## config.mk

```make
export PLATFORM = sky130hd
export DESIGN_NAME = data_memory_unit
export DESIGN_NICKNAME = d
export VERILOG_FILES = /design/src/rtl/data_memory_unit.sv
export SDC_FILE = /design/constraint.sdc
export NUM_CORES = 2
export LEC_CHECK = 0
export ABC_AREA = 1
export CAP_MARGIN = 10
export CORE_MARGIN = 2
export CORE_UTILIZATION = 40
export CTS_BUF_LIST = sky130_fd_sc_hd__clkbuf_8 sky130_fd_sc_hd__clkbuf_16
export DETAILED_ROUTE_END_ITERATION = 8
export SYNTH_ARGS = -nofsm -noshare
export SYNTH_HDL_FRONTEND = slang
export SYNTH_SLANG_ARGS = --single-unit
```

## constraint.sdc

```tcl
create_clock -name clk -period 2.6 [get_ports clk]
set_input_delay 0.39 -clock clk [delete_from_list [all_inputs] [get_ports clk]]
set_output_delay 0.39 -clock clk [all_outputs]
set_load 0.005 [all_outputs]
```

## src/rtl/data_memory_unit.sv

```systemverilog
// Data memory for the MEM stage: a DEPTH x 32 word array with a fixed
// multi-cycle access time. Each accepted access stalls the pipeline for
// exactly LATENCY cycles, commits on the edge that ends the last stall
// cycle, and is followed by one DONE cycle in which no new request is
// taken. Misaligned or contradictory requests are rejected with a
// one-cycle err pulse and never stall.
//
//   state | meaning
//   IDLE  | waiting for a request; a legal one stalls this same cycle
//   BUSY  | access in flight, stall held, counter running down
//   DONE  | access committed, pipeline advances, inputs ignored
module data_memory_unit #(
  parameter int DEPTH   = 64,
  parameter int LATENCY = 2
) (
  input  logic        clk,
  input  logic        reset,
  input  logic        MemRead,
  input  logic        MemWrite,
  input  logic [31:0] addr,
  input  logic [31:0] wdata,
  output logic [31:0] rdata,
  output logic        rd_valid,
  output logic        stall,
  output logic        err
);

  localparam int AW = $clog2(DEPTH);
  localparam logic [3:0] LAT_M1 = 4'(LATENCY - 1);

  typedef enum logic [1:0] {
    IDLE = 2'd0,
    BUSY = 2'd1,
    DONE = 2'd2
  } state_t;

  state_t      state_q, state_d;
  logic [3:0]  cnt_q, cnt_d;
  logic        rd_op_q, rd_op_d;
  logic [31:0] rdata_q, rdata_d;
  logic        rd_valid_q, rd_valid_d;
  logic [31:0] mem_q [DEPTH];

  logic          req;
  logic          valid_req;
  logic [AW-1:0] idx;
  logic          commit;
  logic          commit_rd;
  logic          mem_we;
  logic          unused_addr;

  // Address decode and request qualification; upper address bits wrap.
  always_comb begin
    idx         = addr[AW+1:2];
    unused_addr = ^addr[31:AW+2];
    req         = MemRead | MemWrite;
    valid_req   = (MemRead ^ MemWrite) && (addr[1:0] == 2'b00);
  end

  // Commit happens in the last stall cycle: the request cycle itself when
  // LATENCY is 1, otherwise the BUSY cycle whose counter is about to hit 0.
  always_comb begin
    commit    = 1'b0;
    commit_rd = rd_op_q;
    if (state_q == IDLE) begin
      commit    = valid_req && (LATENCY == 1);
      commit_rd = MemRead;
    end else if (state_q == BUSY) begin
      commit    = (cnt_q == 4'd1);
    end
    mem_we     = commit && !commit_rd;
    rd_valid_d = commit && commit_rd;
    rdata_d    = (commit && commit_rd) ? mem_q[idx] : rdata_q;
  end

  // State register plus registered read data.
  always_ff @(posedge clk) begin
    if (reset) begin
      state_q    <= IDLE;
      cnt_q      <= 4'd0;
      rd_op_q    <= 1'b0;
      rdata_q    <= 32'h0;
      rd_valid_q <= 1'b0;
    end else begin
      state_q    <= state_d;
      cnt_q      <= cnt_d;
      rd_op_q    <= rd_op_d;
      rdata_q    <= rdata_d;
      rd_valid_q <= rd_valid_d;
    end
  end

  // Storage array; reset clears every word so an aborted write leaves nothing.
  always_ff @(posedge clk) begin
    if (reset) begin
      for (int i = 0; i < DEPTH; i++) begin
        mem_q[i] <= 32'h0;
      end
    end else if (mem_we) begin
      mem_q[idx] <= wdata;
    end
  end

  // Next-state logic; the counter holds the number of BUSY cycles remaining.
  always_comb begin
    state_d = state_q;
    cnt_d   = cnt_q;
    rd_op_d = rd_op_q;
    case (state_q)
      IDLE: begin
        if (valid_req) begin
          cnt_d   = LAT_M1;
          rd_op_d = MemRead;
          state_d = (LATENCY == 1) ? DONE : BUSY;
        end
      end
      BUSY: begin
        cnt_d = cnt_q - 4'd1;
        if (cnt_q == 4'd1) begin
          state_d = DONE;
        end
      end
      DONE: begin
        cnt_d   = 4'd0;
        state_d = IDLE;
      end
      default: begin
        cnt_d   = 4'd0;
        state_d = IDLE;
      end
    endcase
  end

  // Outputs; stall and err are suppressed while reset is asserted.
  always_comb begin
    stall    = !reset && (((state_q == IDLE) && valid_req) || (state_q == BUSY));
    err      = !reset && (state_q == IDLE) && req && !valid_req;
    rdata    = rdata_q;
    rd_valid = rd_valid_q;
  end

endmodule

```

Word level (Yosys, flattened, before mapping)
Memory sizes are Yosys's and may differ from the RTL's. A register that Yosys moved wholly into a read port is not among the register bits.
Cells that the tools add are included.
{"block": "word_totals", "mem_bits_rw": 2048, "mem_count": 1, "reg_bits": 8, "output_inout_bits": 35, "inputBits": 68}
{"memory": "mem_q", "depth": 64, "width": 32, "read_ports": 1, "rd_clocked_by_memory_dff": 1, "wr": 64, "line": "42", "text": "logic [31:0] mem_q [DEPTH];"}
{"block": "classes", "addsub": 1, "muxes": 16, "reduce_logical": 17, "eq_ne": 4, "bitwise": 2}
{"cell": "two-way mux 32 bit", "count": 1}
{"cell": "OR reduction 32 bit", "count": 1}
{"cell": "two-way mux 1 bit", "count": 9}
{"cell": "logical AND 1 bit", "count": 8}
{"cell": "case mux 4 bit (2 select lines)", "count": 1}
{"cell": "two-way mux 6 bit", "count": 1}
{"cell": "equality test 4 x 1 -> 1 bit, second input constant", "count": 1}
{"cell": "zero test 2 bit", "count": 2}
{"cell": "two-way mux 2 bit", "count": 2}
{"cell": "two-way mux 4 bit", "count": 1}
{"cell": "inequality test 2 bit, second input constant", "count": 2}
{"cell": "case mux 2 bit (2 select lines)", "count": 1}
{"cell": "AND reduction 2 bit", "count": 2}
{"cell": "subtractor 4 x 1 -> 4 bit, second input constant", "count": 1}
{"cell": "zero test 1 bit", "count": 3}
{"cell": "equality test 2 x 1 -> 1 bit, second input constant", "count": 1}
{"cell": "logical OR 1 bit", "count": 1}
{"cell": "OR 1 bit", "count": 1}
{"cell": "XOR 1 bit", "count": 1}

Logic depth before layout (Yosys ltp)
{"block": "depth", "word_depth": 9, "mapped_depth": 12, "mapped_depth_nobuf": 8}

Worst setup path before layout
No wires, ideal clock.
{"block": "synth_timing", "kind": "in2reg", "startpoint": "in addr[2]", "endpoint": "mem mem_q[13][0] (enable)", "path_slack_ns": -0.230, "t_required_ns": 2.122, "stages": 8, "n_path_buf": 4, "t_arrival_ns": 2.352, "cell_sequence": "inv_1 -> buf_2 -> buf_2 -> buf_1 -> nor2_1 -> nand2_1 -> clkbuf_1 -> nand2_1"}
{"element": "from (decl)", "line": "20", "text": "input logic [31:0] addr,"}
{"element": "to (decl)", "line": "42"}

==> impl_metrics.toml <==
[worst_setup_path]
crit_chain = "clkdlybuf4s50_1 -> buf_4 -> inv_1 -> nor2_4 -> buf_12 -> buf_4 -> buf_12 -> buf_4 -> nand3_1 -> nand2_1 -> o21ai_0 -> nand2_1 -> nor2_2 -> a21oi_1"
cp_num_buf_inv = 7
path_common_cell = "buf_4"
critical-path-max-stage-delay_ns = 0.61
cp_max_fo = 26
critPathCaptureType = "flop"
crit_family = "buffers and inverters"
slowest_stage = "nor2_2"
path_class = "input pin to flop"
startpoint_type = "input pin"
critical_path_required_ns = 3.33
crit_arrival_ns = 3.34

[detailed_routing]
drc = 0
finalWirelength_um = 326000
avgViaCountPerCell = 5.26
first_pass_iters = 6
vias = 73900
drt_iter0_drc = 10100
wire_per_inst_um = 23.2
ant_nets = 0

[global_route]
track_usage = 0.262
grt_pass1_vias = 69100
grt_pass1_wl_um = 472000
grt_antenna_before_repair = 9
grt_max_degree = 95
gr-total-overflow = 0

[logic_synthesis]
synth_area_um2 = 96800
yosys_warnings = 0
syn_avg_cell_area_um2 = 9.31
syn_nets = 10500
syn-instance-count = 10400
ys_seq_elements = 2088
ys_top_cells_by_area = "edfxtp_1 (64%), nor2_1 (10%), nand2_1 (7.9%)"
yosys.area.top_type = "edfxtp_1"
seq_area_frac_synth = 0.644
synth_top_area_frac = 0.635
synth.distinct_cells = 27
synth_flop_cell = "edfxtp_1"
async_flop_share = 0
synth-edff-count = 2048

[floorplan]
row_count = 180
core_um2 = 241000
die_w_um = 496
start_util = 0.402
die_h_um = 496
io_pins = 103
dieArea_um2 = 246000

[power]
power.density_nw_per_um2 = 655
ir_worst_vdd_uv = 534
leakage_nw = 50.0

[sta]
period_needed_ns = 2.62
final_hold_viol_count = 0
relSlewSlack = 0.193
setup_viol = 1
finClkSkew_ns = 0.0376
period_share = 1.01
slew_violations = 0
worst_pin_slew_ns = 1.20
rsz0062_at_grt = "true"
setup_tns_ns = -0.0156
worst_slack_ns = -0.0156
fmax_mhz = 382

[clock_network]
clockBufferDepth = 3
cts-buffers-inserted = 214
h-tree-depth = 4
clk_root_buffer_cell = "clkbuf_16"
clock-sinks = 2088
clk_pin_slew_ns = 0.06
cts_tree = "yes"
insertion_delay_ns = 0.87

[layout]
syn_to_final_growth_pct = 18.2
drive_gt1_frac = 0.140
nNetsFinal = 10800

[placement]
place.gp.congestion = 0.959
dpl_worst_slack_ns = -1.07
portBuffers = 78
dpl.hpwl_um = 209000

[hold_path]
min_path_type = "input pin to flop"

[run_status]
violations = "negative setup slack"
outcome = "finished, violations left"

[run]
drv_cap = 0
-- cell usage in the layout, fill, tap and decap left out, types with 13 or more instances in the layout --
cell             netlist  routed
nor2_1              2576    2563
bufinv_16              0      13
inv_1               1237    1284
clkdlybuf4s50_1        0      75
nand2_1             2048    1989
o211ai_1             150     150
nand2_2                0      55
or2_2                320     320
buf_4                  3     509
nand3_1              685     685
a21oi_1               37      37
dfxtp_1               40      37
edfxtp_1            2048    2048
buf_12                 0     248
clkinv_2               0      79
clkbuf_16              0     219
o21ai_0              428     426
clkinv_1               0      47
-- path summary, 6_finish.rpt --
kind         cells after the start  slack (ns)          start    endpoint
min reg2reg                      2        0.47        rd_op_q     rd_op_q
max reg2reg                      9        0.08  mem_q[56][26]   rdata[26]
min                              2        0.11          reset  state_q[1]
max                             14       -0.02        addr[3]    rdata[6]
-- routing by layer --
layer	vias up	global-route usage	routed length, um
met5	-	0	27
met2	3714	0.393	143000
li1	33700	-	-
met3	495	0.0443	34000
met1	36000	0.378	135000
met4	4	0.105	14400
-- where the power goes --
| part | total (mW) | switching (mW) | internal [mW] | leakage [nW] |
|---|---|---|---|---|
| logic | 6.71 | 4.65 | 2.07 | 25.1 |
| clock network | 30.0 | 13.5 | 16.5 | 3.51 |
| registers | 38.2 | 0.298 | 37.9 | 21.4 |
| total | 74.9 | 18.4 | 56.5 | 50.0 |
-- final cells by class --
class	instances	area, um2
fillers	22200	126000
flip-flops and latches	2088	62300
clock inverters	176	1260
diodes	2	5.00
well taps	3185	3990
inverters	1270	4820
repair buffers	845	9720
multi-input cells	6275	26900
clock buffers	221	5470
-- cells by family (layout without fill, tap and decap cells) --
kind of cell,count (synthesis),after routing,share of synthesized area
AOI/OAI and AO/OA,619,619,0.0360
adders and majority gates,3,3,0.000388
buffers and inverters,2039,2512,0.0817
DFF,2088,2088,0.644
and+or+nand+nor,5653,5653,0.238
other,0,2,0
-- repair_timing --
item                       4_1_cts  5_1_grt
hold buffers                     0        0
pin swaps                        2        3
gates resized for setup         13       25
setup buffers                    2        2
hold endpoints to repair         0        0
cloned                           0        3
setup endpoints to repair      109      197
-- per-stage QoR --
stage,instances,area [um2],util,power [mW],hold slack [ns]
2_1_floorplan,10400,96900,-,42.0,0.441
3_3_place_gp,13700,107000,0.447,45.4,0.450
3_5_place_dp,13700,107000,0.447,45.5,0.453
4_1_cts,14100,114000,0.475,75.1,0.0587
5_1_grt,14100,114000,0.476,77.1,0.0971
6_report,14100,114000,0.476,74.9,0.115
-- state kept, by name, indices dropped and copies added, names as in the netlist --
register  count
state_q       2
rdata        32
rd_op_q       1
cnt_q         4
mem_q      2048
rd_valid      1
-- synthesized netlist by cell type (33+ instances only) --
library cell     n
buf_2          191
clkbuf_1       550
inv_1         1237
dfxtp_1         40
nor2_1        2576
o211ai_1       150
a21oi_1         37
nand2_1       2048
o21ai_0        428
edfxtp_1      2048
or2_2          320
nand3_1        685
inv_2           33
(Power assumes the default switching activity.)
